**config.mk**
```make
export PLATFORM = sky130hd
export DESIGN_NAME = mcoi_link_reset_sequencer
export DESIGN_NICKNAME = d
export VERILOG_FILES = /design/src/rtl/mcoi_link_pkg.sv /design/src/rtl/mcoi_sync_2ff.sv /design/src/rtl/mcoi_link_reset_sequencer.sv
export SDC_FILE = /design/constraint.sdc
export NUM_CORES = 1
export LEC_CHECK = 0
export BUFFER_PORTS_ARGS = -buffer_cell sky130_fd_sc_hd__buf_2
export CORE_AREA = 2 2 89 48
export CTS_CLUSTER_SIZE = 10
export DETAILED_ROUTE_END_ITERATION = 16
export DIE_AREA = 0 0 91 50
export GPL_TIMING_DRIVEN = 0
export PLACE_DENSITY = 0.78
export SKIP_LAST_GASP = 1
export SYNTH_ARGS = -nofsm -noshare
export SYNTH_HDL_FRONTEND = slang
export SYNTH_SLANG_ARGS = --single-unit
```
**constraint.sdc**
```tcl
create_clock -name clk_ik -period 2.7 [get_ports clk_ik]
set_input_delay 0.135 -clock clk_ik [delete_from_list [all_inputs] [get_ports clk_ik]]
set_output_delay 0.135 -clock clk_ik [all_outputs]
set_load 0.05 [all_outputs]
```
**src/rtl/mcoi_link_pkg.sv**
```systemverilog
// Shared types and constants for the MCOI link reset sequencer.
package mcoi_link_pkg;

  typedef enum logic [2:0] {
    HOLD      = 3'd0,
    WAIT_LOCK = 3'd1,
    WAIT_LOS  = 3'd2,
    STABLE    = 3'd3,
    RUN       = 3'd4
  } t_link_seq_state;

  localparam int                     LOS_COUNT_W   = 16;
  localparam logic [LOS_COUNT_W-1:0] LOS_COUNT_MAX = 16'hFFFF;

endpackage

```
**src/rtl/mcoi_sync_2ff.sv**
```systemverilog
// Generic two-flop synchroniser for a single asynchronous level; resets to 0.
module mcoi_sync_2ff (
  input  logic clk_ik,
  input  logic rst_ir,
  input  logic d_i,
  output logic q_o
);

  logic meta_q;
  logic sync_q;

  always_ff @(posedge clk_ik) begin
    if (rst_ir) begin
      meta_q <= 1'b0;
      sync_q <= 1'b0;
    end else begin
      meta_q <= d_i;
      sync_q <= meta_q;
    end
  end

  assign q_o = sync_q;

endmodule

```
**src/rtl/mcoi_link_reset_sequencer.sv**
```systemverilog
// Link reset sequencer: holds link reset until PLL lock and a clean LOS interval, counts LOS drops.
// Build option MCOI_LINK_LOS_COUNTER_EN adds the 16-bit LOS event counter and its clear input.
module mcoi_link_reset_sequencer
  import mcoi_link_pkg::*;
#(
  parameter int LOS_FILTER_CYCLES = 16,
  parameter int HOLD_CYCLES       = 1000,
  parameter int STABLE_CYCLES     = 100000
) (
  input  logic                   clk_ik,
  input  logic                   rst_ir,
  input  logic                   los_i,
  input  logic                   pll_locked_i,
  input  logic                   clear_count_i,
  output logic                   link_reset_o,
  output logic                   ready_o,
  output logic [LOS_COUNT_W-1:0] los_count_o,
  output logic [2:0]             state_o
);

  localparam int FILT_W = $clog2(LOS_FILTER_CYCLES + 1);
  localparam int HOLD_W = $clog2(HOLD_CYCLES + 1);
  localparam int STAB_W = $clog2(STABLE_CYCLES + 1);

  localparam logic [FILT_W-1:0] FILT_MAX  = FILT_W'(LOS_FILTER_CYCLES);
  localparam logic [HOLD_W-1:0] HOLD_LAST = HOLD_W'(HOLD_CYCLES - 1);
  localparam logic [STAB_W-1:0] STAB_LAST = STAB_W'(STABLE_CYCLES - 1);

  logic los_s;
  logic lock_s;
  logic los_f;
  logic los_event;

  t_link_seq_state   state_q, state_d;
  logic [FILT_W-1:0] filt_q, filt_d;
  logic [HOLD_W-1:0] hold_q, hold_d;
  logic [STAB_W-1:0] stab_q, stab_d;
  logic              link_reset_q;
  logic              ready_q;

  mcoi_sync_2ff u_sync_los (
    .clk_ik (clk_ik),
    .rst_ir (rst_ir),
    .d_i    (los_i),
    .q_o    (los_s)
  );

  mcoi_sync_2ff u_sync_lock (
    .clk_ik (clk_ik),
    .rst_ir (rst_ir),
    .d_i    (pll_locked_i),
    .q_o    (lock_s)
  );

  // Glitch filter: saturates at the threshold so los_f stays up for the whole LOS episode.
  assign los_f = (filt_q == FILT_MAX);

  always_comb begin
    filt_d = '0;
    if (los_s) begin
      filt_d = los_f ? filt_q : filt_q + 1'b1;
    end
  end

  always_comb begin
    state_d   = state_q;
    hold_d    = hold_q;
    stab_d    = stab_q;
    los_event = 1'b0;
    case (state_q)
      HOLD: begin
        if (hold_q == HOLD_LAST) state_d = WAIT_LOCK;
        else                     hold_d  = hold_q + 1'b1;
      end
      WAIT_LOCK: begin
        if (lock_s) state_d = WAIT_LOS;
      end
      WAIT_LOS: begin
        if (!lock_s) begin
          state_d = WAIT_LOCK;
        end else if (!los_s) begin
          state_d = STABLE;
          stab_d  = '0;
        end
      end
      STABLE: begin
        if (!lock_s)                state_d = WAIT_LOCK;
        else if (los_s)             state_d = WAIT_LOS;
        else if (stab_q == STAB_LAST) state_d = RUN;
        else                        stab_d  = stab_q + 1'b1;
      end
      RUN: begin
        if (!lock_s || los_f) begin
          state_d   = HOLD;
          hold_d    = '0;
          los_event = los_f;
        end
      end
      default: begin
        state_d = HOLD;
        hold_d  = '0;
      end
    endcase
  end

  always_ff @(posedge clk_ik) begin
    if (rst_ir) begin
      state_q      <= HOLD;
      filt_q       <= '0;
      hold_q       <= '0;
      stab_q       <= '0;
      link_reset_q <= 1'b1;
      ready_q      <= 1'b0;
    end else begin
      state_q      <= state_d;
      filt_q       <= filt_d;
      hold_q       <= hold_d;
      stab_q       <= stab_d;
      link_reset_q <= (state_d != RUN);
      ready_q      <= (state_d == RUN);
    end
  end

  assign link_reset_o = link_reset_q;
  assign ready_o      = ready_q;
  assign state_o      = state_q;

`ifdef MCOI_LINK_LOS_COUNTER_EN
  logic [LOS_COUNT_W-1:0] los_count_q, los_count_d;

  // A clear coinciding with an event leaves exactly that one event counted.
  always_comb begin
    los_count_d = los_count_q;
    if (clear_count_i) begin
      los_count_d = {{(LOS_COUNT_W-1){1'b0}}, los_event};
    end else if (los_event && (los_count_q != LOS_COUNT_MAX)) begin
      los_count_d = los_count_q + 1'b1;
    end
  end

  always_ff @(posedge clk_ik) begin
    if (rst_ir) los_count_q <= '0;
    else        los_count_q <= los_count_d;
  end

  assign los_count_o = los_count_q;
`else
  logic unused_cnt_inputs;
  assign unused_cnt_inputs = clear_count_i ^ los_event;
  assign los_count_o       = '0;
`endif

endmodule

```
==> results of run 1 <==
[final cells by class]
class	count	share of cell area [%]
repair buffers	8	1.70
plain buffers	27	6.97
inverters	6	0.958
well taps	54	2.87
multi-input cells	180	48.9
clock buffers	7	3.67
flip-flops and latches	41	34.9
[through the flow]
stage | std cells | hold slack, ns | instance area [sq um] | power, W | util (%)
global route | 323 | 0.0598 | 2350 | 0.00116 | 62.5
finish | 323 | 0.0465 | 2350 | 0.00112 | 62.5
floorplan | 254 | 0.263 | 2160 | 0.000718 | -
global placement | 316 | 0.341 | 2260 | 0.000726 | 60.2
detailed placement | 316 | 0.349 | 2260 | 0.000728 | 60.2
CTS | 323 | 0.0408 | 2350 | 0.00113 | 62.5
[synth_stat cells (2+ instances only)]
cell type                   number  area (sq um)
sky130_fd_sc_hd__and4_1          4          35.0
sky130_fd_sc_hd__o2111ai_1       2          17.5
sky130_fd_sc_hd__nor2b_1         4          25.0
sky130_fd_sc_hd__nor3_1          3          15.0
sky130_fd_sc_hd__and3_1          3          18.8
sky130_fd_sc_hd__or2_2           2          12.5
sky130_fd_sc_hd__nand4_1        10          62.6
sky130_fd_sc_hd__inv_1           5          18.8
sky130_fd_sc_hd__a21oi_1        13          65.1
sky130_fd_sc_hd__a221oi_1        2          17.5
sky130_fd_sc_hd__nor2_1         33           124
sky130_fd_sc_hd__xor2_1          9          78.8
sky130_fd_sc_hd__buf_2           2          10.0
sky130_fd_sc_hd__a2111oi_0       2          17.5
sky130_fd_sc_hd__a211oi_1        4          30.0
sky130_fd_sc_hd__buf_4          16           120
sky130_fd_sc_hd__a21o_1          2          15.0
sky130_fd_sc_hd__nand2b_1        3          18.8
sky130_fd_sc_hd__o211ai_1        2          15.0
sky130_fd_sc_hd__o21ai_0         6          30.0
sky130_fd_sc_hd__nand2_1        10          37.5
sky130_fd_sc_hd__ha_1            4          50.1
sky130_fd_sc_hd__clkbuf_1        9          33.8
sky130_fd_sc_hd__dfxtp_1        41           821
sky130_fd_sc_hd__nand3_1         9          45.0
sky130_fd_sc_hd__xnor2_1        16           140
sky130_fd_sc_hd__or3_1           2          12.5
sky130_fd_sc_hd__a31oi_1         2          12.5
[routing by layer]
layer | part of all wire, % | wire, um
met5 | 0 | 0
met4 | 1.2 | 51
met3 | 7.5 | 332
met2 | 39 | 1710
met1 | 53 | 2320
[registers in the layout, indices dropped and copies added (netlist names)]
register and cells:
hold_q 10, ready_o 1, u_sync_los.q_o 1, u_sync_lock.q_o 1, filt_q 5, u_sync_los.meta_q 1
stab_q 17, u_sync_lock.meta_q 1, state_o 3, link_reset_o 1
[logic make-up after synthesis]
family	share of synthesized area (%)
buffers and inverters	8.87
adder cells (fa/ha/maj)	2.38
XOR/XNOR	10.4
other	0.179
multiplexers	0.476
AO/OA/AOI/OAI	13.6
AND/OR/NAND/NOR	25.0
flip-flops	39.1
[final timing paths]
check / start / end / slack (ns)
setup / recovery: filt_q[0]$_SDFFE_PP0N_ / hold_q[7]$_SDFFE_PP0P_ / 0.36
hold / removal: pll_locked_i / u_sync_lock.meta_q$_SDFF_PP0_ / 0.05
setup reg to reg: filt_q[0]$_SDFFE_PP0N_ / hold_q[7]$_SDFFE_PP0P_ / 0.36
hold reg to reg: u_sync_lock.meta_q$_SDFF_PP0_ / u_sync_lock.q_o$_SDFF_PP0_ / 0.44
[worst reg2reg max path, stage by stage, from the launching register on]
cell                        delay, ns
sky130_fd_sc_hd__dfxtp_1         0.35
sky130_fd_sc_hd__inv_1           0.07
sky130_fd_sc_hd__ha_1            0.15
sky130_fd_sc_hd__nand4bb_2       0.21
sky130_fd_sc_hd__a31oi_1         0.67
sky130_fd_sc_hd__o211ai_1        0.32
sky130_fd_sc_hd__or3_1           0.37
sky130_fd_sc_hd__a21oi_1         0.15
[power groups by stage]
stage	clock (W)	combinational, W	sequential [W]
global route	0.000443	0.000103	0.000619
CTS	0.000416	0.0000962	0.000618
detailed placement	0	0.0000960	0.000632
global placement	0	0.0000947	0.000632
floorplan	0	0.0000878	0.000630
finish	0.000406	0.0000975	0.000618
==> results.yml, run 1 <==
floorplanning:
  pin_count: 26
  placementRows: 16
  fp.dieArea_sq_um: 4550
  die_y_um: 50
  starting_density_pct: 55.8
  die_width_um: 91
  coreArea_sq_um: 3760
drt:
  drt-pass1-iter-count: 4
  drt.antenna.violating_nets: 0
  detailed_route_wire_length_um: 4410
  vias: 1734
  initialDrtViolationCount: 186
  post_drt_wl_per_cell_um: 13.7
  viasPerCell: 5.37
  detail_route.drc_violations: 0
final_layout:
  final_common_cell: "sky130_fd_sc_hd__dfxtp_1"
  final-seq-area_sq_um: 821
  multi_input_area_sq_um: 1150
  syn_to_final_growth_pct: 11.9
  num-nets-final: 278
  nFillCells: 342
  fraction_of_final_layout_cells_with_drive_strength_greater_than_1_pct: 16.4
  antenna-diode-count: 0
  final_cell_mix: "sky130_fd_sc_hd__dfxtp_1 (41), sky130_fd_sc_hd__nor2_1 (33), sky130_fd_sc_hd__xnor2_1 (16), sky130_fd_sc_hd__buf_4 (16), sky130_fd_sc_hd__conb_1 (16)"
cts:
  clockRootBuffer: "sky130_fd_sc_hd__clkbuf_8"
  cts_clock_pin_slew_for_the_worst_setup_and_hold_paths_ns: 0.07
  clock_insertion_delay_worst_skew_ns: 0.29
  clock_tree.buffer_depth: 2
  postCtsResizedCells: 0
  cts_tree: "yes"
  tritoncts.num_buffers: 5
  ctsHtreeMaxLevel: 2
  clock-sinks: 41
  cts_hold_repair.buffers: 0
  cts_setup_buffers: 0
pwr:
  pwr_density_cell_nw_per_um2: 477
  total_leakage_power_nw: 0.898
  peak_ir_drop_on_the_vdd_network_mv: 0.355
  p_sw_w: 0.000280
  relative_contribution_of_combinational_cells_to_total_power_pct: 8.7
  power.switching_fraction_pct: 25.0
  power.share.sequential_pct: 55.1
  clockPowerShare_pct: 36.2
  power.internal_w: 0.000841
run:
  cap_violations: 0
critical_path:
  worst_path_class_setup: "flip-flop to flip-flop"
  cp_cell_sequence: "inv_1, ha_1, nand4bb_2, a31oi_1, o211ai_1, or3_1, a21oi_1"
  cell_count_along_the_critical_path: 7
  critical_path.endpoint_type: "flip-flop"
  cpPeakStageDelay_ns: 0.66
  critical_path.slowest_cell: "sky130_fd_sc_hd__a31oi_1"
  cp_max_fo: 9
  reg2regPathDepth: 7
  crit_required_ns: 2.92
  cp_num_buf_inv: 1
  startpoint_type: "flip-flop"
  cp.arrival_ns: 2.56
  critical-path-top-delay-family: "compound AO/OA/AOI/OAI gates"
global_route:
  global_route.usage.met1_pct: 33.1
  grt_first_pass_wirelength_um: 7620
  total_overflow_reported_by_the_global_router: 0
  grt_util_all_layers_pct: 21.7
  grt-busiest-layer: "met1"
  grt_start_max_net_pins: 12
  grt_pass1_vias: 1537
  grtUsageMet3_pct: 5.05
  antenna_found_initial: 0
  grt_use_met2_pct: 29.0
sta:
  timing.setup.tns_ns: 0
  slew_headroom_pct: 51.6
  pnr_worst_setup_slack_ns: 0.360
  tightestPinTransition_ns: 0.723
  worst_clock_skew_ns: 0.00800
  finalCriticalPeriod_ns: 2.34
  min_period_over_period_pct: 86.7
  timing.final.hold_violations: 0
  report.final.slew_viol_count: 0
  timing.final.setup_violations: 0
  max_freq_mhz: 427
  rsz_0062_raised_after_global_routing: "false"
placed_design:
  numPortBuffers: 8
  routability_driven_placement_congestion_ratio: 0.976
  place.detailed.hpwl_um: 3290
  pre_cts_slack_ns: 0.344
hold_path:
  holdCritPathClass: "primary input to flip-flop"
  worst_hold_path.num_cells: 2
yosys:
  ys_seq_elements: 41
  synth.distinct_cells: 47
  yosysWarnings: 0
  synth_async_sr_flop_share_pct: 0
  post_synth_instance_area_sq_um: 2100
  syn-mean-instance-area_sq_um: 8.79
  yosys_most_used_dff: "sky130_fd_sc_hd__dfxtp_1"
  seq_area_frac_synth_pct: 39.1
  netlist_instances: 239
  synth_enable_flop_cells: 0
outcome:
  run_status: "complete, no violations"
Power figures use the tool's default switching activity.
==> run 2: changes to the inputs <==
--- a/config.mk
+++ b/config.mk
@@ -6,13 +6,14 @@
 export NUM_CORES = 1
 export LEC_CHECK = 0
 export BUFFER_PORTS_ARGS = -buffer_cell sky130_fd_sc_hd__buf_2
-export CORE_AREA = 2 2 89 48
+export CORE_AREA = 2 2 90 49
 export CTS_CLUSTER_SIZE = 10
 export DETAILED_ROUTE_END_ITERATION = 16
-export DIE_AREA = 0 0 91 50
+export DIE_AREA = 0 0 92 51
 export GPL_TIMING_DRIVEN = 0
-export PLACE_DENSITY = 0.78
+export PLACE_DENSITY = 0.76
 export SKIP_LAST_GASP = 1
 export SYNTH_ARGS = -nofsm -noshare
 export SYNTH_HDL_FRONTEND = slang
+export SYNTH_HIERARCHICAL = 1
 export SYNTH_SLANG_ARGS = --single-unit
==> run 2 against run 1 <==
Maximum frequency fell by 5.6%; register-to-register slack got worse by 0.14 ns; non-clock buffer count fell by 1; critical endpoint is now hold_q[8]$_SDFFE_PP0P_; first-iteration DRC count rose by 27%; area after synthesis rose by 1.7%; worst setup slack got worse by 0.14 ns; sequential share of layout area fell by 0.51 points; sequential power barely moved; power fell by 1.2%; highest routed layer unchanged.
==> results.yml, run 2 <==
outcome:
  run_status: "complete, no violations"
yosys:
  post_synth_xor_area_fraction_pct: 9.02
  yosys-top-cells-count: "sky130_fd_sc_hd__dfxtp_1 (41), sky130_fd_sc_hd__nor2_1 (33), sky130_fd_sc_hd__xnor2_1 (19), sky130_fd_sc_hd__buf_4 (16), sky130_fd_sc_hd__nand2_1 (14)"
  synth_compound_gate_area_share_pct: 11.8
  post_synth_instance_area_sq_um: 2140
  synth-adder-area-share_pct: 2.34
  yosys.area.top_type_share_pct: 38.4
  syn-mean-instance-area_sq_um: 8.72
  yosys.cell_count.top_type: "sky130_fd_sc_hd__dfxtp_1"
  synth_enable_flop_cells: 0
  synthSimpleGateAreaFrac_pct: 27.7
  yosysWarnings: 6
  seq_area_frac_synth_pct: 38.4
  ys_seq_elements: 41
  synth.mux.area_fraction_pct: 1.41
  synth_async_sr_flop_share_pct: 0
  main_combinational_cell_family_by_area_after_synthesis: "simple AND/OR/NAND/NOR gates"
  netlist_instances: 245
  yosys_most_used_dff: "sky130_fd_sc_hd__dfxtp_1"
  synth.distinct_cells: 46
  synth_top_area_cell: "sky130_fd_sc_hd__dfxtp_1"
  synth_area_leaders: "sky130_fd_sc_hd__dfxtp_1 (38%), sky130_fd_sc_hd__xnor2_1 (7.8%), sky130_fd_sc_hd__nor2_1 (5.8%)"
sta:
  worst_clock_skew_ns: 0.00728
  timing.final.setup_violations: 0
  finalCriticalPeriod_ns: 2.48
  min_period_over_period_pct: 91.8
  report.final.slew_viol_count: 0
  max_freq_mhz: 404
  tightestPinTransition_ns: 1.03
  timing.final.hold_violations: 0
  timing.setup.tns_ns: 0
  slew_headroom_pct: 30.5
  rsz_0062_raised_after_global_routing: "false"
critical_path:
  cp_num_buf_inv: 1
  cell_count_along_the_critical_path: 5
  critical_path.slowest_cell: "sky130_fd_sc_hd__o31ai_1"
  reg2regPathDepth: 5
  critical_path.endpoint_type: "flip-flop"
  cp_cell_sequence: "clkbuf_1, or2_1, o31ai_1, nand2b_1, nor3_1"
  critical-path-top-delay-family: "simple AND/OR/NAND/NOR gates"
  worst_path_class_setup: "flip-flop to flip-flop"
  crit_required_ns: 2.92
  cp.arrival_ns: 2.70
  cpPeakStageDelay_ns: 0.89
  startpoint_type: "flip-flop"
  cp_max_fo: 9
cts:
  cts_setup_buffers: 0
  ctsHtreeMaxLevel: 2
  cts_tree: "yes"
  cts_hold_repair.buffers: 0
  cts_clock_pin_slew_for_the_worst_setup_and_hold_paths_ns: 0.08
  clock_insertion_delay_worst_skew_ns: 0.29
  clock_tree.buffer_depth: 2
  clock-sinks: 41
  postCtsResizedCells: 0
  clockRootBuffer: "sky130_fd_sc_hd__clkbuf_8"
  tritoncts.num_buffers: 5
final_layout:
  final_common_cell: "sky130_fd_sc_hd__dfxtp_1"
  num-nets-final: 284
  largest_register_ff_count: 17
  syn_to_final_growth_pct: 11.7
  fraction_of_final_layout_cells_with_drive_strength_greater_than_1_pct: 15.6
  antenna-diode-count: 0
  top_regs: "stab_q x17, hold_q x10, filt_q x5"
  final_cell_mix: "sky130_fd_sc_hd__dfxtp_1 (41), sky130_fd_sc_hd__nor2_1 (33), sky130_fd_sc_hd__xnor2_1 (19)"
  layoutNonFillerInstCount: 333
  registers.top_by_ff_count: "stab_q"
drt:
  post_drt_wl_per_cell_um: 13.2
  initialDrtViolationCount: 237
  detailed_route_wire_length_um: 4410
  drt-pass1-iter-count: 4
  vias: 1802
  drt.antenna.violating_nets: 0
  detail_route.drc_violations: 0
  viasPerCell: 5.41
floorplanning:
  die_width_um: 92
  placementRows: 17
  fp.dieArea_sq_um: 4690
  starting_density_pct: 52.8
  coreArea_sq_um: 4040
  pin_count: 26
  die_y_um: 51
global_route:
  grt_pass1_vias: 1419
  total_overflow_reported_by_the_global_router: 0
  grt_use_met2_pct: 22.8
  antenna_found_initial: 0
  grt_first_pass_wirelength_um: 7180
  global_route.usage.met1_pct: 33.5
  grt_util_all_layers_pct: 20.0
  grt-busiest-layer: "met1"
  grt_start_max_net_pins: 13
  grtUsageMet3_pct: 6.19
placed_design:
  routability_driven_placement_congestion_ratio: 0.978
  numPortBuffers: 8
  place.detailed.hpwl_um: 3270
  numPlacedInstances: 325
pwr:
  peak_ir_drop_on_the_vdd_network_mv: 0.273
  pwr_density_cell_nw_per_um2: 464
  finalPower_w: 0.00111
  total_leakage_power_nw: 0.902
hold_path:
  worst_hold_path.num_cells: 2
  holdCritPathClass: "primary input to flip-flop"
run:
  cap_violations: 0
==> run 2: changes by cell type after synthesis, sizes merged, moves of 3 or more <==
cell	change
o21ai	-4
nor4	+3
nand2	+4
clkbuf	-3
a2111oi	+3
nand3	+4
xor2	-6
xnor2	+3
==> run 2: area by class of cell <==
type                            count  area (sq um)
Buffer                             26           169
Clock buffer                        6          72.6
Clock inverter                      2          10.0
Fill cell                         369          1660
Inverter                            7          26.3
Multi-Input combinational cell    186          1180
Sequential cell                    41           821
Tap cell                           57          71.3
Timing Repair Buffer                8          40.0
==> run 2: where the power goes <==
group	internal, W	total, W	switching, W
clock network	0.000179	0.000391	0.000212
registers	0.000611	0.000618	0.00000718
logic	0.0000291	0.0000984	0.0000693
==> run 2: kinds of logic (layout without fill, tap and decap cells) <==
logic type | count (synthesis) | after routing
fa+ha+maj | 4 | 4
xor+xnor | 22 | 22
simple gates | 106 | 106
compound gates | 35 | 35
buf+inv | 33 | 49
mux | 3 | 3
other cells | 1 | 16
flops | 41 | 41
==> run 2: per-stage QoR <==
stage          area (sq um)  utilization [%]  setup WS [ns]  hold WS (ns)
2_1_floorplan          2190                -          0.537         0.207
3_3_place_gp           2300             57.0          0.360         0.345
3_5_place_dp           2300             57.0          0.350         0.347
4_1_cts                2390             59.0          0.323        0.0421
5_1_grt                2390             59.0         0.0839        0.0567
6_report               2390             59.0          0.222        0.0488
==> run 2: routing by layer <==
layer  vias to the layer above  wire length, um
met1                       789             2280
met3                         6              563
met2                       109             1530
li1                        898                -
met4                         0               40
met5                         -                0
==> run 2: path summary, 6_finish.rpt <==
check	from	end	slack [ns]
worst max-delay path	state_o[0]$_SDFF_PP0_	hold_q[8]$_SDFFE_PP0P_	0.22
worst min-delay path	los_i	u_sync_los/meta_q$_SDFF_PP0_	0.05
worst min register to register	u_sync_los/meta_q$_SDFF_PP0_	u_sync_los/q_o$_SDFF_PP0_	0.44
worst max register to register	state_o[0]$_SDFF_PP0_	hold_q[8]$_SDFFE_PP0P_	0.22
